`config.mk`:
```
export PLATFORM = sky130hd
export DESIGN_NAME = seg_scan_decoder
export DESIGN_NICKNAME = d
export VERILOG_FILES = /design/src/rtl/seg_scan_decoder.sv
export SDC_FILE = /design/constraint.sdc
export NUM_CORES = 1
export LEC_CHECK = 0
export CORE_MARGIN = 2
export CORE_UTILIZATION = 42
export CTS_CLUSTER_DIAMETER = 100
export DETAILED_ROUTE_END_ITERATION = 6
export SLEW_MARGIN = 0
export SYNTH_ARGS = -nofsm -noshare
export SYNTH_HDL_FRONTEND = slang
export SYNTH_SLANG_ARGS = --single-unit
export TNS_END_PERCENT = 10
```
`constraint.sdc`:
```
create_clock -name clk -period 1.9 [get_ports clk]
set_input_delay 0.19 -clock clk [delete_from_list [all_inputs] [get_ports clk]]
set_output_delay 0.19 -clock clk [all_outputs]
set_load 0.005 [all_outputs]
```
`src/rtl/seg_scan_decoder.sv`:
```
// seg_scan_decoder: rebuilds a 4-digit hex value by watching a multiplexed, active-low 7-segment scan.
// Latency: inputs are registered once; a digit is captured STABLE_CYCLES samples into a stable run, and valid follows one edge after the fourth capture.
// Backpressure: none; valid is a one-cycle pulse and value holds the last complete frame until the next one.
//
// Ports:
//   clk    - single clock, all state changes on its rising edge
//   rst    - synchronous, active-high reset
//   seg    - segment lines, active-low, {g,f,e,d,c,b,a}
//   an     - digit anodes, active-low, an[i] selects digit i (digit 0 least significant)
//   value  - reconstructed hex value, digit i in value[4i+3:4i]
//   valid  - one-cycle pulse when value has been refreshed with a complete frame
//   err    - sticky error flag (only active when SEGMON_ERR_EN is defined)
//
// Build option: define SEGMON_ERR_EN to include the illegal-pattern / multi-anode
// detector. Without it err is tied low and nothing else changes.

module seg_scan_decoder #(
  parameter int STABLE_CYCLES = 4  // consecutive identical samples to accept a digit, 2..255
) (
  input  logic        clk,
  input  logic        rst,
  input  logic [6:0]  seg,
  input  logic [3:0]  an,
  output logic [15:0] value,
  output logic        valid,
  output logic        err
);

  typedef enum logic [1:0] {
    IDLE   = 2'd0,
    SETTLE = 2'd1,
    HOLD   = 2'd2
  } state_t;

  localparam logic [7:0] STABLE_LIM = 8'(STABLE_CYCLES);

  // Sample stage and the previous sample used for run detection.
  logic [6:0]       seg_s;
  logic [3:0]       an_s;
  logic [6:0]       seg_p;
  logic [3:0]       an_p;

  state_t           state_q;
  state_t           state_d;
  logic [7:0]       count_q;
  logic [7:0]       count_d;
  logic [3:0]       mask_q;
  logic [3:0]       mask_d;
  logic [3:0][3:0]  digit_q;

  // Anode classification on the sampled pattern (inverted so a lit digit reads as 1).
  logic [3:0]       an_inv;
  logic             an_multi;
  logic             an_onehot;
  logic [1:0]       cap_idx;

  logic             sample_same;
  logic             count_at_lim;
  logic             stable_hit;
  logic             cap_en;
  logic             frame_done;

  logic [3:0]       dec_nib;
  logic             dec_legal;

  assign an_inv    = ~an_s;
  // Clearing the lowest set bit leaves something only if two or more digits are lit.
  assign an_multi  = |(an_inv & (an_inv - 4'd1));
  assign an_onehot = (an_inv != 4'd0) && !an_multi;

  always_comb begin
    cap_idx = 2'd0;
    case (an_inv)
      4'b0001: cap_idx = 2'd0;
      4'b0010: cap_idx = 2'd1;
      4'b0100: cap_idx = 2'd2;
      4'b1000: cap_idx = 2'd3;
      default: cap_idx = 2'd0;
    endcase
  end

  // Segment decode: active-low {g,f,e,d,c,b,a} to hex nibble.
  always_comb begin
    dec_nib   = 4'h0;
    dec_legal = 1'b1;
    case (seg_s)
      7'b1000000: dec_nib = 4'h0;
      7'b1111001: dec_nib = 4'h1;
      7'b0100100: dec_nib = 4'h2;
      7'b0110000: dec_nib = 4'h3;
      7'b0011001: dec_nib = 4'h4;
      7'b0010010: dec_nib = 4'h5;
      7'b0000010: dec_nib = 4'h6;
      7'b1111000: dec_nib = 4'h7;
      7'b0000000: dec_nib = 4'h8;
      7'b0010000: dec_nib = 4'h9;
      7'b0001000: dec_nib = 4'hA;
      7'b0000011: dec_nib = 4'hB;
      7'b1000110: dec_nib = 4'hC;
      7'b0100001: dec_nib = 4'hD;
      7'b0000110: dec_nib = 4'hE;
      7'b0001110: dec_nib = 4'hF;
      default: begin
        dec_nib   = 4'h0;
        dec_legal = 1'b0;
      end
    endcase
  end

  // The anode pattern takes part in the comparison: moving to another digit
  // with the same segments is a new run.
  assign sample_same  = ({seg_s, an_s} == {seg_p, an_p});
  // The count holds the run length seen so far; this sample completes the run.
  assign count_at_lim = (count_q >= (STABLE_LIM - 8'd1));
  assign stable_hit   = (state_q == SETTLE) && sample_same && count_at_lim;
  // SETTLE is only ever entered with a one-hot anode, so stable_hit implies one.
  assign cap_en       = stable_hit && dec_legal;
  assign frame_done   = (mask_q == 4'hF);

  // Next-state logic.
  always_comb begin
    state_d = state_q;
    count_d = count_q;
    case (state_q)
      IDLE: begin
        if (an_onehot) begin
          state_d = SETTLE;
          count_d = 8'd1;
        end
      end
      SETTLE: begin
        if (sample_same) begin
          if (count_at_lim) begin
            // Legal or not, the digit is done; HOLD blocks a second capture of the same run.
            state_d = HOLD;
            count_d = STABLE_LIM;
          end else begin
            count_d = count_q + 8'd1;
          end
        end else begin
          count_d = 8'd1;
          state_d = an_onehot ? SETTLE : IDLE;
        end
      end
      HOLD: begin
        if (!sample_same) begin
          count_d = 8'd1;
          state_d = an_onehot ? SETTLE : IDLE;
        end
      end
      default: begin
        state_d = IDLE;
        count_d = 8'd0;
      end
    endcase
  end

  // A completed mask is cleared on the edge that publishes the frame; a capture
  // on that same edge would start the next frame.
  always_comb begin
    mask_d = frame_done ? 4'h0 : mask_q;
    if (cap_en) begin
      mask_d = mask_d | an_inv;
    end
  end

  always_ff @(posedge clk) begin
    if (rst) begin
      seg_s   <= 7'h7F;
      an_s    <= 4'hF;
      seg_p   <= 7'h7F;
      an_p    <= 4'hF;
      state_q <= IDLE;
      count_q <= 8'd0;
      mask_q  <= 4'h0;
      digit_q <= '0;
      value   <= 16'h0000;
      valid   <= 1'b0;
    end else begin
      seg_s   <= seg;
      an_s    <= an;
      seg_p   <= seg_s;
      an_p    <= an_s;
      state_q <= state_d;
      count_q <= count_d;
      mask_q  <= mask_d;
      // A recapture of a digit already in the mask simply overwrites it.
      if (cap_en) begin
        digit_q[cap_idx] <= dec_nib;
      end
      valid <= frame_done;
      if (frame_done) begin
        value <= digit_q;
      end
    end
  end

`ifdef SEGMON_ERR_EN
  // Sticky: an illegal pattern that stayed stable long enough, or several lit anodes.
  logic illegal_hit;

  assign illegal_hit = stable_hit && !dec_legal;

  always_ff @(posedge clk) begin
    if (rst) begin
      err <= 1'b0;
    end else if (illegal_hit || an_multi) begin
      err <= 1'b1;
    end
  end
`else
  assign err = 1'b0;
`endif

endmodule
```
==> key figures, run 1 <==
Status
  – Status: finished, violations left
  – Violated checks: setup timing

Critical path
  – R2R setup slack: -0.07 ns
  – Setup crit start: count_q[0]
  – Worst path cell trace: ha_4 -> or4_4 -> o41ai_4 -> nor4_4 -> buf_4 -> o211ai_1 -> a21oi_1
  – Critical path depth: 7
  – Worst setup SP type: register
  – Critical path peak fanout: 7
  – Crit path max-delay cell type: or4_4
  – Setup crit end kind: register
  – CP Class: register to register
  – Critical Path Max Stage Delay: 0.51 ns
  – RR Startpoint: count_q[0]
  – CP top delay family: simple AND/OR/NAND/NOR gates
  – Data arrival time of the critical path: 2.20 ns
  – Crit path required time: around 2.1 ns
  – R2R cell count: 7
  – Worst Path Buf+Inv: 1

Timing
  – Setup ws final: -0.06612 ns
  – Worst-Margin Slew: 0.6761 ns
  – Setup violators final: 16
  – F_max: 0.5086 GHz
  – RSZ-0062 raised after global routing: yes
  – Final Max Tran Viols: 0
  – Fin crit share: 103.5%
  – Max_slew headroom: 54.59%
  – Fin crit period: 1.966 ns
  – TNS Setup: -0.3662 ns
  – Count of final hold-check violations: 0
  – Max Clock Skew: 0.01246 ns

Global routing
  – GRT Resource Usage Total: 17.76%
  – Initial antenna violation count: 0
  – Gr ovfl total: 0
  – Vias in the first global route: 2461
  – First-pass GRT wire length: ~12 mm
  – Largest net degree at the start of global routing: 48

Final layout
  – Fillers: 639
  – N_diodes: 0
  – End-of-flow core utilization: 58.05%
  – Register area: 1398 µm²
  – Total Nets Final: between 400 and 500
  – Design Area, Final: 4255 µm²
  – P&R area growth vs syn: 32.75%
  – Multi-input gate area: 1805 µm²
  – Layout cell share with drive strength beyond 1: 33.17%

Placed design
  – IO buf count: 29
  – HPWL after DPL: roughly 4.8 mm
  – Place WS: -0.1479 ns
  – GPL Wtd Cong: 0.8607
  – Placed inst area: 3824 µm²

Clock tree
  – Sink Count: 69
  – CTS clk-pin slew, worst paths: 0.08 ns
  – CTS buffer count: 9
  – Clock Latency Late Sink: ~0.35 ns
  – CTS Hold Buffers Added: 0
  – Clk root buf: clkbuf_8
  – CTS H-tree depth: 3
  – CTS tree: yes
  – CTS max path bufs: 2

Yosys
  – Yosys reg bits: 69
  – Most frequent cell after synthesis: dfxtp_1
  – Area contributors post-synth: dfxtp_1 (43%), mux2i_1 (5.6%), nand2_1 (5.0%)
  – Synthesized area: 3206 µm²
  – Async set-or-reset flop fraction in the synthesized netlist: 0%
  – Ys flop type: dfxtp_1
  – Synth area leader: dfxtp_1
  – Number of synthesized flops with an enable pin: 0
  – Register area share after synthesis: a little over two fifths
  – Syn Nets: 351
  – Post-synth top cells: dfxtp_1 (69), nand2_1 (43), a21oi_1 (24), or2_2 (23), nand2b_1 (19)
  – Ys Warns: 0
  – Mapped Cells: roughly 340
  – Synth top area share: 43.09%
  – Yosys cell types: just over 60
  – Syn Area/Cell: about 9.5 µm²

Die
  – IO Pins: 31
  – Row count: 31
  – Core ar.: 7331 µm²
  – Initial Util: 43.73%
  – Die area: between 8000 and 9000 µm²
  – DIE WIDTH: 91.37 µm
  – Die Span Y: 91.37 µm

Route
  – DR iter-0 viols: 124
  – Routed len/inst: 13.62 µm
  – DR vias: 2571
  – Post-route ant nets: 0
  – Iteration count of the initial detailed-routing pass: 4
  – Final wirelength: ~6.9 mm
  – Number of remaining DRC errors: 0
  – Vias per inst: 5.051

Pwr
  – Leakage power: about 1.7 nW
  – Pwr/cell area: between 600 and 700 nW/µm²
  – Max VDD drop: 377.3 µV

Hold path
  – Hold Path Cell Cnt: 2
  – Hold Path Class: primary input to register
  – Hold Crit Start: seg[2]

Flow run
  – Max-Cap Viols: 0
-- registers in the layout (all words and copies together), names as in the netlist --
name / cells
seg_p: 7
digit_q: 16
valid: 1
mask_q: 4
seg_s: 7
an_p: 4
count_q: 8
value: 16
an_s: 4
state_q: 2
-- worst register-to-register path, stage by stage, from the launching register on --
cell      delay (ns)
dfxtp_2         0.34
ha_4            0.15
or4_4           0.51
o41ai_4         0.32
nor4_4          0.16
buf_4           0.17
o211ai_1        0.10
a21oi_1         0.09
-- repair_timing --
item / CTS / global route
setup buffers: 8 / 3
setup endpoints to repair: 24 / 25
gates resized for setup: 27 / 9
pin swaps: 11 / 6
-- per-stage QoR --
step           instances  hold WS (ns)  total power [mW]
6_report             509        0.3985             2.929
5_1_grt              509        0.3892             3.050
4_1_cts              506        0.3866             2.938
3_5_place_dp         483        0.4459             1.846
3_3_place_gp         483        0.4445             1.844
2_1_floorplan        337        0.2938             1.728
-- cells in the final DEF, fill, tap and decap left out, types with 3 or more instances in the layout --
| cell | n |
|---|---|
| a211oi_1 | 3 |
| a21oi_1 | 24 |
| a31oi_1 | 6 |
| and3_1 | 7 |
| buf_12 | 3 |
| buf_4 | 48 |
| clkbuf_8 | 9 |
| clkdlybuf4s50_1 | 28 |
| clkinvlp_4 | 3 |
| dfxtp_1 | 60 |
| dfxtp_2 | 7 |
| inv_1 | 7 |
| mux2i_1 | 18 |
| nand2_1 | 43 |
| nand2b_1 | 19 |
| nor2_1 | 4 |
| nor3_1 | 7 |
| nor4_1 | 5 |
| o211ai_1 | 6 |
| o211ai_4 | 3 |
| or2_2 | 23 |
| or4_4 | 3 |
| xnor2_1 | 5 |
| xnor2_2 | 6 |
-- power by group --
group	switching, mW	internal, mW	leakage, nW
registers	0.0301	1.47	0.561
logic	0.159	0.189	1.09
clock network	0.601	0.477	0.0820
total	0.790	2.14	1.74
-- worst paths after layout --
path	to
worst max-delay path	mask_q[1]
worst min register to register	value[8]
worst min-delay path	seg_s[2]
worst max register to register	mask_q[1]
-- metal layers --
metal | vias up | wire [µm] | track usage, %
li1 | 1317 | - | -
met1 | 1210 | 3491 | 24.22
met2 | 35 | 3150 | 27.35
met3 | 9 | 178 | 4.481
met4 | 0 | 111 | 6.061
met5 | - | 0 | 0
-- kinds of logic (layout without fill, tap and decap cells) --
| group | Yosys count | in the layout | share of synthesized area (%) |
|---|---|---|---|
| simple gates | 140 | 140 | 26.19 |
| flops | 69 | 69 | 43.09 |
| compound gates | 63 | 63 | 14.83 |
| buf+inv | 32 | 105 | 5.152 |
| mux | 18 | 18 | 5.621 |
| xor+xnor | 13 | 13 | 4.606 |
| fa+ha+maj | 1 | 1 | 0.3903 |
| other cells | 1 | 1 | 0.1170 |
-- cell type report --
class	count	share of cell area [%]
tap	99	2.911
clock inverter	7	1.176
inverter	7	0.6175
timing repair buffer	82	17.11
sequential	69	32.84
clock buffer	9	2.911
multi-input combinational	236	42.43
Note: power is estimated with default switching activity, not from simulation.
==> run 2: changes to the inputs <==
- MAX_ROUTING_LAYER: unset -> met4
==> key figures, run 2 (same netlist as run 1, synthesis figures left out) <==
Placed design
  – Place WS: -0.1699 ns (-0.02206 ns)
  – Placed inst area: 3844 µm² (+0.52%)
  – IO buf count: 29 (unchanged)
  – HPWL after DPL: 4.837 mm (+0.96%)
  – GPL Wtd Cong: 0.8960 (+4.1%)
  – Placed insts: 484 (+0.21%)

Critical path
  – CP Class: register to register
  – Worst path cell trace: ha_1 -> or4_4 -> o41ai_4 -> buf_4 -> nor4_4 -> buf_4 -> o211ai_1 -> a21oi_1
  – CP top delay family: simple AND/OR/NAND/NOR gates
  – Crit path max-delay cell type: nor4_4
  – Crit path required time: 2.17 ns (+0.03 ns)
  – CP dominant cell by count: buf_4
  – Worst setup SP type: register
  – Setup crit end kind: register
  – Critical Path Max Stage Delay: 0.57 ns (+0.06 ns)
  – Data arrival time of the critical path: 2.24 ns (+0.04 ns)
  – Worst Path Buf+Inv: 2 (+1)
  – Critical path peak fanout: 7 (unchanged)

Timing
  – Setup ws final: -0.07087 ns (-0.004754 ns)
  – TNS Setup: -0.4730 ns (-0.1068 ns)
  – Fin crit period: 1.971 ns (+0.004754 ns)
  – Hold_ws: 0.2274 ns (-0.1711 ns)
  – F_max: 0.5074 GHz (-0.24%)
  – Worst-Margin Slew: 0.6641 ns (-0.01201 ns)
  – RSZ-0062 raised after global routing: yes
  – Count of final hold-check violations: 0 (unchanged)
  – Fin crit share: 103.7% (+0.25 points)
  – Final Max Tran Viols: 0 (unchanged)
  – Setup violators final: 18 (+2)
  – Max_slew headroom: 55.39% (+0.81 points)
  – Max Clock Skew: 0.01051 ns (-0.001948 ns)

Final layout
  – Most frequent cells in the layout: dfxtp_1 (61), nand2_1 (43), buf_4 (40), clkdlybuf4s50_1 (28), a21oi_1 (24)
  – N_diodes: 0 (unchanged)
  – Non-Filler Instances: 502 (-1.4%)
  – Total Nets Final: 413 (-1.4%)
  – Commonest non-fill, non-tap cell in the layout: dfxtp_1
  – Design Area, Final: 4263 µm² (+0.18%)
  – P&R area growth vs syn: 32.98%
  – Layout cell share with drive strength beyond 1: 31.02% (-2.2 points)
  – End-of-flow core utilization: 58.15% (+0.10 points)
  – Top Registers: digit_q: 16 flops, value: 16 flops, count_q: 8 flops

Status
  – Violated checks: setup timing
  – Status: finished, violations left

Global routing
  – Largest net degree at the start of global routing: 65 (+35%)
  – First-pass GRT wire length: 11.98 mm (+0.70%)
  – Vias in the first global route: 2508 (+1.9%)
  – Gr ovfl total: 0 (unchanged)
  – GRT Resource Usage Total: 18.49% (+0.73 points)
  – Initial antenna violation count: 0 (unchanged)

Clock tree
  – CTS clk-pin slew, worst paths: 0.07 ns (about the same)
  – CTS tree: yes
  – Sink Count: 69 (unchanged)
  – CTS Hold Buffers Added: 0 (unchanged)
  – Clock Latency Late Sink: 0.34 ns (about the same)
  – CTS buffer count: 9 (unchanged)
  – CTS H-tree depth: 3 (unchanged)
  – Clk root buf: clkbuf_8
  – CTS max path bufs: 2 (unchanged)

Die
  – Die Span Y: 91.37 µm (unchanged)
  – Row count: 31 (unchanged)
  – IO Pins: 31 (unchanged)
  – Die area: 8348 µm² (unchanged)
  – Initial Util: 43.73% (unchanged)
  – DIE WIDTH: 91.37 µm (unchanged)
  – Core ar.: 7331 µm² (unchanged)

Route
  – DR iter-0 viols: 107 (-14%)
  – Final wirelength: 7.005 mm (+1.1%)
  – Post-route ant nets: 0 (unchanged)
  – DR vias: 2558 (-0.51%)
  – Routed len/inst: 13.95 µm (+2.5%)
  – Number of remaining DRC errors: 0 (unchanged)
  – Iteration count of the initial detailed-routing pass: 4 (unchanged)
  – Vias per inst: 5.096 (+0.88%)

Pwr
  – Combinational cell fraction of total power: 10.4% (-1.5 points)
  – Leakage power: 1.746 nW (+0.59%)
  – Pwr/cell area: 774.4 nW/µm² (+12%)
  – Max VDD drop: 571.0 µV (+51%)
  – Power Total: 3.301 mW (+13%)
  – Switch Pwr: 0.7362 mW (-6.8%)
  – Sw Share: 22.30% (-4.7 points)
  – Share of power burned in registers: 45.5% (-5.8 points)
  – Clk network pwr share: 44.1% (+7.3 points)
  – Int Pwr: 2.565 mW (+20%)

Flow run
  – Max-Cap Viols: 0 (unchanged)

Hold path
  – Hold Path Class: primary input to register
run 2: cell types whose count changed in the layout (fill, tap and decap cells not counted), sizes merged:
cell / change
clkbuf: +1
bufinv: +3
inv: -1
clkinvlp: -3
buf: -6
clkinv: -1
run 2: path summary, 6_finish.rpt:
kind | depth (start not counted) | from | slack [ns] | endpoint
setup / recovery | 8 | count_q[1] | -0.07 | mask_q[3]
hold reg to reg | 2 | digit_q[4] | 0.44 | value[4]
setup reg to reg | 8 | count_q[1] | -0.07 | mask_q[3]
hold / removal | 2 | rst | 0.23 | seg_p[3]
run 2: repair_timing:
item | CTS | global route
buffers inserted | 3 | 0
endpoints found under the setup margin | 26 | 26
gates resized for setup | 27 | 6
hold endpoints to repair | 0 | 0
pin swaps | 9 | 9
run 2: final cells by class:
type | instances | area [µm²]
multi-input combinational | 236 | 1778
clock inverter | 5 | 107.6
fill | 609 | 3068
tap | 99 | 123.9
sequential | 69 | 1399
clock buffer | 10 | 137.6
inverter | 7 | 26.28
timing repair buffer | 76 | 690.7
run 2: power groups by stage:
| stage | registers [mW] | logic, mW | clock network, mW |
|---|---|---|---|
| 2_1_floorplan | 1.53 | 0.202 | 0 |
| 3_3_place_gp | 1.53 | 0.318 | 0 |
| 3_5_place_dp | 1.53 | 0.319 | 0 |
| 4_1_cts | 1.50 | 0.340 | 1.50 |
| 5_1_grt | 1.51 | 0.371 | 1.57 |
| 6_report | 1.50 | 0.344 | 1.46 |
run 2: routing by layer:
layer | up-vias | global-route usage [%] | wire length, µm
li1 | 1304 | - | -
met1 | 1202 | 24.01 | 3522
met2 | 41 | 27.72 | 3158
met3 | 11 | 5.394 | 201
met4 | 0 | 6.061 | 122
met5 | - | - | 0
